[config.mk]
export PLATFORM = sky130hd
export DESIGN_NAME = adder_share_ctrl
export DESIGN_NICKNAME = d
export VERILOG_FILES = /design/src/rtl/adder_ctrl_pkg.sv /design/src/rtl/adder_share_ctrl_arb.sv /design/src/rtl/adder_share_ctrl.sv
export SDC_FILE = /design/constraint.sdc
export NUM_CORES = 1
export LEC_CHECK = 0
export CAP_MARGIN = 20
export CORE_MARGIN = 2
export CORE_UTILIZATION = 47
export DETAILED_ROUTE_END_ITERATION = 6
export PLACE_DENSITY = 0.95
export SETUP_SLACK_MARGIN = 0.02
export SYNTH_ARGS = -nofsm -noshare
export SYNTH_HDL_FRONTEND = slang
export SYNTH_SLANG_ARGS = --single-unit
export TNS_END_PERCENT = 50
[constraint.sdc]
create_clock -name clk -period 5.3 [get_ports clk]
set_input_delay 1.06 -clock clk [delete_from_list [all_inputs] [get_ports clk]]
set_output_delay 1.06 -clock clk [all_outputs]
set_load 0.02 [all_outputs]
[src/rtl/adder_ctrl_pkg.sv]
// Shared types, constants and the byte-slice helper for the shared-adder controller.
package adder_ctrl_pkg;

    typedef enum logic [1:0] {
        IDLE = 2'd0,
        RUN  = 2'd1,
        DONE = 2'd2
    } state_t;

    localparam int unsigned ADD_LAT = 1;
    // Widest vector byte_slice accepts; callers zero-extend into it.
    localparam int unsigned SLICE_W = 1024;

    function automatic logic [7:0] byte_slice(input logic [SLICE_W-1:0] v, input int unsigned idx);
        return 8'(v >> (8 * idx));
    endfunction

endpackage

[src/rtl/adder_share_ctrl_arb.sv]
// Round-robin arbiter: search starts one past ptr and wraps; one-hot grant plus index.
module rr_arbiter #(
    parameter int unsigned NREQ = 4,
    parameter int unsigned IDW  = $clog2(NREQ)
) (
    input  logic [NREQ-1:0] req,
    input  logic [IDW-1:0]  ptr,
    input  logic            en,
    output logic [NREQ-1:0] gnt,
    output logic [IDW-1:0]  gnt_id
);

    logic           w_found;
    logic [IDW-1:0] w_idx;

    always_comb begin
        gnt     = '0;
        gnt_id  = '0;
        w_found = 1'b0;
        w_idx   = '0;
        for (int unsigned k = 1; k <= NREQ; k++) begin
            w_idx = IDW'((32'(ptr) + k) % NREQ);
            if (en && !w_found && req[w_idx]) begin
                w_found    = 1'b1;
                gnt[w_idx] = 1'b1;
                gnt_id     = w_idx;
            end
        end
    end

endmodule

[src/rtl/adder_share_ctrl.sv]
// Shares one registered 8-bit adder among NREQ requesters, running each W-bit add
// LSB byte first with the carry chained through a register.
module adder_share_ctrl
    import adder_ctrl_pkg::*;
#(
    parameter int unsigned NREQ   = 4,
    parameter int unsigned NBYTES = 4,
    parameter int unsigned IDW    = $clog2(NREQ)
) (
    input  logic                     clk,
    input  logic                     rst,
    input  logic [NREQ-1:0]          req_valid,
    output logic [NREQ-1:0]          req_ready,
    input  logic [NREQ*NBYTES*8-1:0] req_a,
    input  logic [NREQ*NBYTES*8-1:0] req_b,
    input  logic [NREQ-1:0]          req_cin,
    output logic                     rsp_valid,
    input  logic                     rsp_ready,
    output logic [IDW-1:0]           rsp_id,
    output logic [NBYTES*8-1:0]      rsp_sum,
    output logic                     rsp_cout,
    output logic                     busy,
    output logic [7:0]               add_a,
    output logic [7:0]               add_b,
    output logic                     add_cin,
    input  logic [7:0]               add_sum,
    input  logic                     add_cout
);

    localparam int unsigned W     = 8 * NBYTES;
    localparam int unsigned JLAST = NBYTES - 1 + ADD_LAT;
    localparam int unsigned JW    = $clog2(JLAST + 1);

    state_t          r_state;
    logic [IDW-1:0]  r_ptr;
    logic [JW-1:0]   r_j;
    logic [W-1:0]    r_a;
    logic [W-1:0]    r_b;
    logic            r_cin;
    logic [IDW-1:0]  r_id;
    logic [W-1:0]    r_res;
    logic            r_carry;
    logic [7:0]      r_add_a;
    logic [7:0]      r_add_b;
    logic            r_rsp_valid;
    logic [IDW-1:0]  r_rsp_id;
    logic [W-1:0]    r_rsp_sum;
    logic            r_rsp_cout;
    logic            r_busy;

    logic            w_en;
    logic [NREQ-1:0] w_gnt;
    logic [IDW-1:0]  w_gnt_id;
    logic            w_accept;
    logic [W-1:0]    w_a_sel;
    logic [W-1:0]    w_b_sel;
    logic [W-1:0]    w_res_next;

    // Grants only in IDLE and never while reset is held.
    assign w_en = (r_state == IDLE) && rst;

    rr_arbiter #(
        .NREQ (NREQ),
        .IDW  (IDW)
    ) u_arb (
        .req    (req_valid),
        .ptr    (r_ptr),
        .en     (w_en),
        .gnt    (w_gnt),
        .gnt_id (w_gnt_id)
    );

    assign w_accept   = |(req_valid & w_gnt);
    assign w_a_sel    = W'(req_a >> (32'(w_gnt_id) * W));
    assign w_b_sel    = W'(req_b >> (32'(w_gnt_id) * W));
    // Result bytes shift in from the top so byte 0 lands at the bottom after NBYTES sums.
    assign w_res_next = W'({add_sum, r_res} >> 8);

    always_ff @(posedge clk or negedge rst) begin
        if (!rst) begin
            r_state     <= IDLE;
            r_ptr       <= IDW'(NREQ - 1);
            r_j         <= '0;
            r_a         <= '0;
            r_b         <= '0;
            r_cin       <= 1'b0;
            r_id        <= '0;
            r_res       <= '0;
            r_carry     <= 1'b0;
            r_add_a     <= '0;
            r_add_b     <= '0;
            r_rsp_valid <= 1'b0;
            r_rsp_id    <= '0;
            r_rsp_sum   <= '0;
            r_rsp_cout  <= 1'b0;
            r_busy      <= 1'b0;
        end else begin
            case (r_state)
                IDLE: begin
                    if (w_accept) begin
                        r_a     <= w_a_sel;
                        r_b     <= w_b_sel;
                        r_cin   <= req_cin[w_gnt_id];
                        r_id    <= w_gnt_id;
                        r_ptr   <= w_gnt_id;
                        r_j     <= '0;
                        r_add_a <= byte_slice(SLICE_W'(w_a_sel), 0);
                        r_add_b <= byte_slice(SLICE_W'(w_b_sel), 0);
                        r_carry <= 1'b0;
                        r_busy  <= 1'b1;
                        r_state <= RUN;
                    end
                end
                RUN: begin
                    if (r_j != '0) begin
                        r_res <= w_res_next;
                    end
                    if (32'(r_j) + 1 < NBYTES) begin
                        r_add_a <= byte_slice(SLICE_W'(r_a), 32'(r_j) + 1);
                        r_add_b <= byte_slice(SLICE_W'(r_b), 32'(r_j) + 1);
                    end else begin
                        r_add_a <= '0;
                        r_add_b <= '0;
                    end
                    if (r_j == JW'(JLAST)) begin
                        r_rsp_valid <= 1'b1;
                        r_rsp_id    <= r_id;
                        r_rsp_sum   <= w_res_next;
                        r_rsp_cout  <= add_cout;
                        r_carry     <= 1'b0;
                        r_state     <= DONE;
                    end else begin
                        // Carry for the byte the adder sums next cycle.
                        r_carry <= (r_j == '0) ? r_cin : add_cout;
                        r_j     <= r_j + JW'(1);
                    end
                end
                DONE: begin
                    if (rsp_ready) begin
                        r_rsp_valid <= 1'b0;
                        r_busy      <= 1'b0;
                        r_state     <= IDLE;
                    end
                end
                default: r_state <= IDLE;
            endcase
        end
    end

    assign req_ready = w_gnt;
    assign rsp_valid = r_rsp_valid;
    assign rsp_id    = r_rsp_id;
    assign rsp_sum   = r_rsp_sum;
    assign rsp_cout  = r_rsp_cout;
    assign busy      = r_busy;
    assign add_a     = r_add_a;
    assign add_b     = r_add_b;
    assign add_cin   = r_carry;

endmodule

==> results.md <==
- Required time of the critical path: around 4.2 ns
- Antenna Nets Post-Route: 0
- Gr usage total: 0.286
- Min-delay src: rsp_valid
- Worst vdd ir: around 0.7 mV
- Max Cap Viol: 0
- CTS tree: built
- Worst R2R End: r_a[26]
- Internal power: 4.19 mW
- Reg2Reg Depth: 9
- Worst Setup Path Type: in2out
- Synth warn: 0
- Clock power share: 0.179
- Fin nets: 1177
- Initial core utilization: 0.478
- Hold Vio Cnt, Final: 0
- #FFs+latches synth: 136
- DP Cell Count: approximately 1.1k
- First-pass GRT wire length: 38600 um
- Leak pwr: 4.79 nW
- Crit path max fanout: 9
- Hold path endpoint: rsp_valid
- Hold_buf cts: 0
- Detailed Route WL: 24900 um
- Largest net degree at the start of global routing: 78
- Combinational share of power: 0.524
- Fin Clk Skew: 0.0132 ns
- Main synth FF type: dfrtp_1
- WP data arrival: 3.43 ns
- Crit-path cells: clkdlybuf4s50_1, nand2b_1, o32ai_1, a22oi_1, o211ai_1, clkdlybuf4s50_1
- Clock sinks: 136
- Startpoint types: primary input
- Final Wtd Congestion: 0.835
- WL per Instance: 22.1 um
- Status: finished clean
- Number of global-route vias before repair: 6824
- Setup crit end kind: output pin
- H-tree levels: 4
- Hold WC Path Type: reg2reg
- Die Ht: roughly 130 um
- Share of layout cells above drive strength 1: 0.173
- CP most frequent cell: clkdlybuf4s50_1
- # port buffers: 333
- Synthesis-to-finish area growth: 51.6%
- Fill cells: between 1k and 1.5k
- Register area share after synthesis: 0.431
- DR pass1 iterations: 4
- Avg Inst Size Synth: 13.8 sq um
- Worst Hold Depth: 2
- Clk pin slew, worst setup/hold paths: 0.06 ns
- Die area: 0.0178 sq mm
- Fin crit share: 0.847
- Clk Latency, worst-skew pair: around 0.42 ns
- Area taken by multi-input logic gates: approximately 0.0042 sq mm
- Cell family with most CP delay: buffers and inverters
- Post-CTS resize count: 0
- Sw power: between 2 and 3 mW
- Via-to-Cell Ratio: approximately 5.6
- Core Region: between 0.015 and 0.02 sq mm
- Post-CTS setup buffer count: 0
- Rel. slew slack: 0.298
- EDFF count, synth: 0
- Clock Tree Buf Depth: 2
- DRC: 0
- Switching share of total power: 0.374
- Initial antenna violation count: 4
- Vias: 6348
- Post-Syn Instances: 574
- Unrepaired setup endpoints after global routing: false
- Async set-reset flop share out of synthesis: 1.00
- Synthesized area: 0.00789 sq mm
- Ports: 334
- CTS Root Cell: clkbuf_16
- Final setup viols: 0
- Fmax: roughly 0.22 GHz
- Fin cells: 1127
- DR iter-0 viols: 317
- Sequential share of power: 0.297
- # rows: 47
- Power Density: 560 mW/mm^2
- R2R Path Start: r_ptr[0]
- Worst-Margin Slew: 1.05 ns
- Worst stage delay on the critical path: 0.64 ns
- Pins Over Slew Limit: 0
- Setup_tns: 0 ns
- Die width: 134 um
- Gr ovfl total: 0
- Post-DP HPWL: 19200 um
- Unique masters post-synth: 49
- Slowest-stage cell, CP: clkdlybuf4s50_1
- Reg-to-reg setup timing slack: 1.41 ns
- Worst path bufs/invs: 2
- Register area: 0.00341 sq mm
- Min Tclk post-route: 4.49 ns
- Syn nets: 860
- Total clock buffers created by CTS: 17
## cell usage after synthesis, types with 2 or more instances
| master | instances | area (sq um) |
|---|---|---|
| dfrtp_1 | 134 | 3350 |
| mux2i_1 | 70 | 701 |
| mux2_1 | 61 | 687 |
| mux4_2 | 52 | 1170 |
| mux2_2 | 28 | 315 |
| a21oi_1 | 22 | 110 |
| mux2_4 | 20 | 300 |
| nor2_1 | 20 | 75.1 |
| clkbuf_1 | 17 | 63.8 |
| o21ai_0 | 17 | 85.1 |
| o221a_1 | 16 | 180 |
| buf_2 | 13 | 65.1 |
| nand2_1 | 13 | 48.8 |
| nand3_1 | 13 | 65.1 |
| ha_1 | 10 | 125 |
| buf_4 | 7 | 52.6 |
| nor2b_1 | 7 | 43.8 |
| o21ai_1 | 6 | 30.0 |
| inv_1 | 4 | 15.0 |
| nand2b_1 | 4 | 25.0 |
| buf_1 | 3 | 11.3 |
| buf_12 | 3 | 60.1 |
| nand3b_1 | 3 | 22.5 |
| a31oi_1 | 2 | 12.5 |
| buf_6 | 2 | 22.5 |
| dfstp_2 | 2 | 52.6 |
| o32a_1 | 2 | 20.0 |
| or3_1 | 2 | 12.5 |
## layout make-up
type,count,area share
clock inverter,14,0.0137
clock buffer,18,0.0367
timing repair buffer,343,0.287
multi-input combinational,388,0.353
inverter,5,0.00157
tap,220,0.0230
sequential,136,0.285
antenna,3,0.000627
## worst reg2reg max path: stages (launching register included)
cell and delay, ns:
dfstp_2 0.75, inv_1 0.18, ha_1 0.38, mux4_2 0.40, nand3b_1 0.26, o32a_1 0.29
a21oi_4 0.38, buf_12 0.37, mux4_2 0.44, mux2_1 0.32
## stage by stage
step / util / hold slack, ns / setup WS (ns) / cell area [sq um] / total power, mW
final: 0.724 / 0.486 / 0.809 / 12000 / 6.70
after global routing: 0.724 / 0.502 / 0.662 / 12000 / 7.05
after CTS: 0.723 / 0.488 / 0.802 / 12000 / 6.73
after detailed placement: 0.687 / 0.469 / 0.744 / 11300 / 5.50
after global placement: 0.687 / 0.461 / 0.833 / 11300 / 5.34
after floorplan: - / 0.450 / 1.70 / 7890 / 4.32
## power groups by stage
stage                     clock [mW]  combinational (mW)  sequential (mW)
after global routing            1.26                3.74             2.05
after detailed placement           0                3.50             1.99
after global placement             0                3.39             1.95
after floorplan                    0                2.25             2.07
after CTS                       1.21                3.53             1.99
final                           1.20                3.51             1.99
## state kept, by name, indices dropped and copies added, names as in the netlist
name,count
r_b,24
rsp_cout,1
r_id,2
r_res,24
rsp_sum,32
rsp_id,2
busy,1
r_ptr,2
add_a,8
rsp_valid,1
r_cin,1
r_j,3
add_b,8
r_a,24
add_cin,1
r_state,2
## cell families after synthesis
kind of cell / after synthesis / share of synthesized area
flip-flops: 136 / 0.431
buffers and inverters: 50 / 0.0372
multiplexers: 231 / 0.402
AO/OA/AOI/OAI: 74 / 0.0650
adder cells (fa/ha/maj): 10 / 0.0159
AND/OR/NAND/NOR: 73 / 0.0483
## per-layer routing
layer  global-route usage  wire [um]  part of all wire  vias to the layer above
li1                     -          -                 -                     2838
met1                0.349       9890              0.40                     3164
met2                0.491      12600              0.51                      295
met3               0.0738       1700             0.068                       49
met4                0.108        678             0.027                        2
met5                    0         12           0.00048                        -
## layout by cell type, fill, tap and decap left out, types with 4 or more instances in the layout
cell type,count
a21oi_1,21
nand3_1,12
mux2_4,20
o21ai_0,17
clkdlybuf4s50_1,332
ha_1,10
mux2i_1,70
inv_6,5
o21ai_1,5
buf_4,8
nand2b_1,4
mux4_2,52
o221a_1,16
inv_1,4
nor2_1,20
mux2_2,28
dfrtp_1,134
nand2_1,13
mux2_1,61
clkbuf_16,17
nor2b_1,7
## how the worst max path moves through the flow
stage	start	to	slack, ns	depth (start not counted)
final	req_valid[0]	req_ready[0]	0.81	6
after global routing	req_valid[0]	req_ready[0]	0.66	6
after detailed placement	req_valid[2]	r_a[26]	0.74	9
after floorplan	req_valid[0]	r_b[16]	1.70	10
after global placement	req_valid[0]	req_ready[0]	0.83	6
after CTS	req_valid[0]	req_ready[0]	0.80	6
No activity file was read; power rests on OpenSTA's default activity.
